`src/rtl/timer_sequencer.sv`:
```
// Initiator side of the quarter-second timer Start/FinishPulse handshake:
// issues a programmed number of back-to-back intervals under a watchdog.
module timer_sequencer #(
  parameter int unsigned CNT_W   = 16,
  parameter int unsigned TIMEOUT = 32'd20000100,
  parameter int unsigned TO_W    = 32
) (
  input  logic             CLK,
  input  logic             RST_N,
  input  logic [1:0]       Addr,
  input  logic             WE,
  input  logic [CNT_W-1:0] WriteData,
  output logic [CNT_W-1:0] ReadData,
  output logic             TimerStart,
  input  logic             TimerFinish,
  input  logic             TimerBusy,
  output logic             Busy,
  output logic             Done,
  output logic             Error,
  output logic             IRQ
);

  localparam logic [1:0]      ADDR_COUNT  = 2'd0;
  localparam logic [1:0]      ADDR_STATUS = 2'd1;
  localparam logic [1:0]      ADDR_CTRL   = 2'd2;
  localparam logic [TO_W-1:0] TIMEOUT_C   = TO_W'(TIMEOUT);

  typedef enum logic [1:0] {S_IDLE, S_ISSUE, S_WAIT, S_DONE} state_t;

  state_t           state, state_next;
  logic [CNT_W-1:0] remaining, remaining_next;
  logic [TO_W-1:0]  wd_cnt, wd_next, wd_inc;
  logic             start_q, start_next;
  logic             done_q, done_next;
  logic             error_q, error_next;
  logic             irq_q, irq_next;
  logic             wr_count, wr_ctrl, abort, clear;

  always_comb begin
    // NOTE: every signal gets a default first so no latch can be inferred.
    state_next     = state;
    remaining_next = remaining;
    wd_next        = wd_cnt;
    start_next     = 1'b0;
    irq_next       = 1'b0;
    done_next      = done_q;
    error_next     = error_q;

    wr_count = WE && (Addr == ADDR_COUNT);
    wr_ctrl  = WE && (Addr == ADDR_CTRL);
    abort    = wr_ctrl && WriteData[0];
    clear    = wr_ctrl && WriteData[1];
    wd_inc   = (wd_cnt == TIMEOUT_C) ? wd_cnt : wd_cnt + 1'b1;

    // Clear is applied first so a flag set below in the same cycle wins.
    if (clear) begin
      done_next  = 1'b0;
      error_next = 1'b0;
    end

    unique case (state)
      S_IDLE: begin
        if (wr_count) begin
          if (WriteData != '0) begin
            remaining_next = WriteData;
            done_next      = 1'b0;
            error_next     = 1'b0;
            state_next     = S_ISSUE;
          end else begin
            done_next = 1'b1;
            irq_next  = 1'b1;
          end
        end
      end

      S_ISSUE: begin
        if (abort) begin
          remaining_next = '0;
          state_next     = S_IDLE;
        end else if (!TimerBusy) begin
          start_next = 1'b1;
          wd_next    = '0;
          state_next = S_WAIT;
        end
      end

      // TimerBusy is not consulted here: only FinishPulse ends an interval.
      S_WAIT: begin
        if (abort) begin
          remaining_next = '0;
          state_next     = S_IDLE;
        end else begin
          wd_next = wd_inc;
          if (TimerFinish) begin
            if (remaining != '0) remaining_next = remaining - 1'b1;
            if (remaining <= CNT_W'(1)) begin
              done_next  = 1'b1;
              irq_next   = 1'b1;
              state_next = S_DONE;
            end else begin
              state_next = S_ISSUE;
            end
          end else if (wd_inc == TIMEOUT_C) begin
            error_next = 1'b1;
            irq_next   = 1'b1;
            state_next = S_DONE;
          end
        end
      end

      S_DONE: state_next = S_IDLE;
    endcase
  end

  always_ff @(posedge CLK) begin
    // NOTE: non-blocking assignments so every register updates together at the edge.
    if (!RST_N) begin
      state     <= S_IDLE;
      remaining <= '0;
      wd_cnt    <= '0;
      start_q   <= 1'b0;
      done_q    <= 1'b0;
      error_q   <= 1'b0;
      irq_q     <= 1'b0;
    end else begin
      state     <= state_next;
      remaining <= remaining_next;
      wd_cnt    <= wd_next;
      start_q   <= start_next;
      done_q    <= done_next;
      error_q   <= error_next;
      irq_q     <= irq_next;
    end
  end

  assign TimerStart = start_q;
  assign Busy       = (state == S_ISSUE) || (state == S_WAIT);
  assign Done       = done_q;
  assign Error      = error_q;
  assign IRQ        = irq_q;

  always_comb begin
    unique case (Addr)
      ADDR_COUNT:  ReadData = remaining;
      ADDR_STATUS: ReadData = {{(CNT_W-3){1'b0}}, error_q, done_q, Busy};
      default:     ReadData = '0;
    endcase
  end

endmodule
```
`config.mk`:
```
export PLATFORM = sky130hd
export DESIGN_NAME = timer_sequencer
export DESIGN_NICKNAME = d
export VERILOG_FILES = /design/src/rtl/timer_sequencer.sv
export SDC_FILE = /design/constraint.sdc
export NUM_CORES = 1
export LEC_CHECK = 0
export CORE_AREA = 5 5 104 77
export DETAILED_ROUTE_END_ITERATION = 10
export DIE_AREA = 0 0 109 82
export PLACE_DENSITY = 0.82
export SYNTH_ARGS = -nofsm -noshare
export SYNTH_HDL_FRONTEND = slang
export SYNTH_SLANG_ARGS = --single-unit
```
`constraint.sdc`:
```
create_clock -name CLK -period 7.4 [get_ports CLK]
set_input_delay 2.22 -clock CLK [delete_from_list [all_inputs] [get_ports CLK]]
set_output_delay 2.22 -clock CLK [all_outputs]
set_load 0.02 [all_outputs]
```
==> run metrics <==
status=finished clean; cell taking the most area after synthesis=dfxtp_1; share of cells above drive strength 1=5.448%; final antenna diode count=0; Post-route DRC=0; # clock sinks=54; register area=1081 um^2; Die ar.=around 8900 um^2; Iter 0 DRT Violations=roughly 390; Min Clock Period, post-route=6513 ps; Placed Area=4427 um^2; highest clock rate=approximately 0.15 GHz; width of the die=109 um; Final setup viols=0; Final Net Count=about 600; sw frac=42.96%; critical path startpoint category=input port; r2r endpoint=remaining[5]; number of max-cap violations=0; pin count of the biggest net entering global routing=57; setup bufs post-CTS=0; Comb pwr share=44.3%; worst-path fanout max=15; DR WL/cell=between 15 and 20 um; hold_buf cts=0; Leak Pwr=between 1.5 and 2 nW; Final Skew=between 4 and 5 ps; GRT overflow=0; share of power burned in registers=35.4%; hpwl dp=about 8100 um; post_cts resized=0; peak supply drop=153.1 uV; via count=~4,200; CTS tree=done; post-route ant nets=0; initial antenna violation count=0; Clk Tree Root Cell=clkbuf_8; Ys Warns=0; reg2reg start=remaining[2]; PwrDens=223.6 nW/um^2; asr flop ratio synth=0%; synthesis-stage register bit count=54; Seq/Total Area, Yosys=27.07%; Area contributors post-synth=dfxtp_1 27%, o21ai_0 6.5%, nand2_1 5.5%; Hold Path Cell Cnt=2; area of the multi-input gates=approximately 2700 um^2; final instance area=around 4500 um^2; Setup Total Neg Slack=0 ps; Worst-path clk slew=roughly 100 ps; H-Tree Level Count=2; Hold Crit Start=Error; WHS Endpoint=Error; Worst R2R Setup Slack=just under 4000 ps; drt total wl=between 10,000 and 15,000 um; Max-slew headroom=12.20%; commonest non-fill, non-tap cell in the layout=nand2_1; area grow syn2layout=13.57%; initial core utilization=57.10%; part of the power in the clock network=20.3%; Rows=26; Data arrival, critical path=about 4300 ps; Total GRT Usage=between 20% and 30%; synthesized area=3994 um^2; RSZ-0062 raised after global routing=false; Port Buffers=43; Final Max Slew Viols=0; Worst-Margin Slew=1308 ps; Die Span Y=between 80 and 90 um; commonest cells after routing, fill and taps aside=59 x nand2_1, 54 x dfxtp_1, 52 x o21ai_0, 50 x nor2_1, 43 x clkdlybuf4s50_1; Top FF cell, synth=dfxtp_1; Netlist cell types=between 60 and 70; Syn Nets=581; Int Pwr=0.0005786 W; first-pass GRT wire length=19,060 um; Core ar.=6994 um^2; Hold/Removal Path Class=flop to flop; kind of critical path=input port to primary output; Num CTS Buffers=5; post-synthesis instance total=550; final worst-path cycle share=88.01%; vias in the first global route=roughly 3,900; R2R depth=8; clk buf depth=2; Placer Congestion=0.9737; Mapped Avg Cell Area=roughly 7.3 um^2; Critical Path RT=around 5200 ps; Fill cells=616; Post-synth EDFFs=0; Synth top area share=27.07%; Fin. Hold Viols=0; Ports=44; Setup crit end kind=primary output; DRT Pass-1 Iters=5; vias per cell=approximately 6.3; clk_lat worst skew=roughly 320 ps; NetSw=0.0004357 W
-- cell usage after synthesis (2+ instances only) --
cell,instances
nand2_1,59
dfxtp_1,54
o21ai_0,52
nor2_1,51
a21oi_1,32
and2_1,31
nor3_1,30
clkbuf_1,25
nor2b_1,21
nand3_1,16
nor4_1,13
inv_1,11
and3_1,10
nand4_1,10
xnor2_1,9
a22oi_1,8
buf_2,8
ha_1,8
mux2i_1,8
nor3b_1,7
o211a_1,7
xor2_1,7
a31oi_1,6
a21boi_1,4
nand2b_1,4
o211ai_1,4
nor4b_1,3
or3_1,3
a211oi_1,2
a21o_1,2
a32oi_1,2
and3b_1,2
and4_1,2
nor2_2,2
nor4_2,2
nor4b_2,2
nor4bb_1,2
o21a_1,2
or3_4,2
or4_4,2
-- through the flow --
stage | hold WS (ps) | setup WS [ps] | cells | total power [W] | util (%)
2_1_floorplan | 470.9 | 2111 | 550 | 0.0006718 | -
3_3_place_gp | 481.4 | 998.3 | 659 | 0.0007860 | 63.29
3_5_place_dp | 487.4 | 876.5 | 659 | 0.0007981 | 63.29
4_1_cts | 501.6 | 862.7 | 667 | 0.001003 | 64.85
5_1_grt | 535.0 | 692.1 | 667 | 0.001080 | 64.85
6_report | 501.5 | 886.9 | 667 | 0.001014 | 64.85
-- final cells by class --
cell class | count | area share (%)
Clock buffer | 5 | 1.517
Clock inverter | 3 | 0.8828
Inverter | 12 | 0.9931
Multi-Input combinational cell | 451 | 60.41
Sequential cell | 54 | 23.83
Tap cell | 98 | 2.703
Timing Repair Buffer | 44 | 9.655
-- sequential cells by signal, summed over array words and instances (netlist names) --
signal,cells
remaining,16
Error,1
IRQ,1
wd_cnt,32
state,2
Done,1
TimerStart,1
-- worst max path at each step --
stage | startpoint | endpoint | slack [ps] | cells after the start
3_5_place_dp | Addr[0] | ReadData[12] | 880 | 4
3_3_place_gp | Addr[0] | ReadData[10] | 1000 | 4
5_1_grt | Addr[0] | ReadData[12] | 690 | 4
4_1_cts | Addr[0] | ReadData[12] | 860 | 4
6_report | Addr[0] | ReadData[12] | 890 | 4
2_1_floorplan | Addr[0] | ReadData[10] | 2110 | 4
-- routing by layer --
metal	GRT usage, %	vias up	wire length (um)
li1	-	2022	-
met1	38.29	1976	5381
met2	40.13	183	4973
met3	5.027	19	843
met4	8.575	0	178
met5	0	-	0
-- power groups by stage --
stage               combinational, W  sequential (W)  clock (W)
floorplan                   0.000319        0.000353          0
global placement            0.000424        0.000362          0
detailed placement          0.000434        0.000364          0
CTS                         0.000438        0.000357   0.000207
global route                0.000497        0.000364   0.000220
finish                      0.000449        0.000359   0.000206
-- critical path, cell delays in order --
cell             delay (ps)
clkdlybuf4s50_1         510
nor2_1                  720
and2_1                  240
clkdlybuf4s50_1         600
-- cell families (layout without fill, tap and decap cells) --
group	count (synthesis)	count (layout)	synth area share, %
simple gates	282	282	39.00
compound gates	137	137	21.43
flops	54	54	27.07
buf+inv	45	64	4.480
xor+xnor	16	16	3.509
fa+ha+maj	8	8	2.506
mux	8	8	2.005
Power figures use the tool's default switching activity.
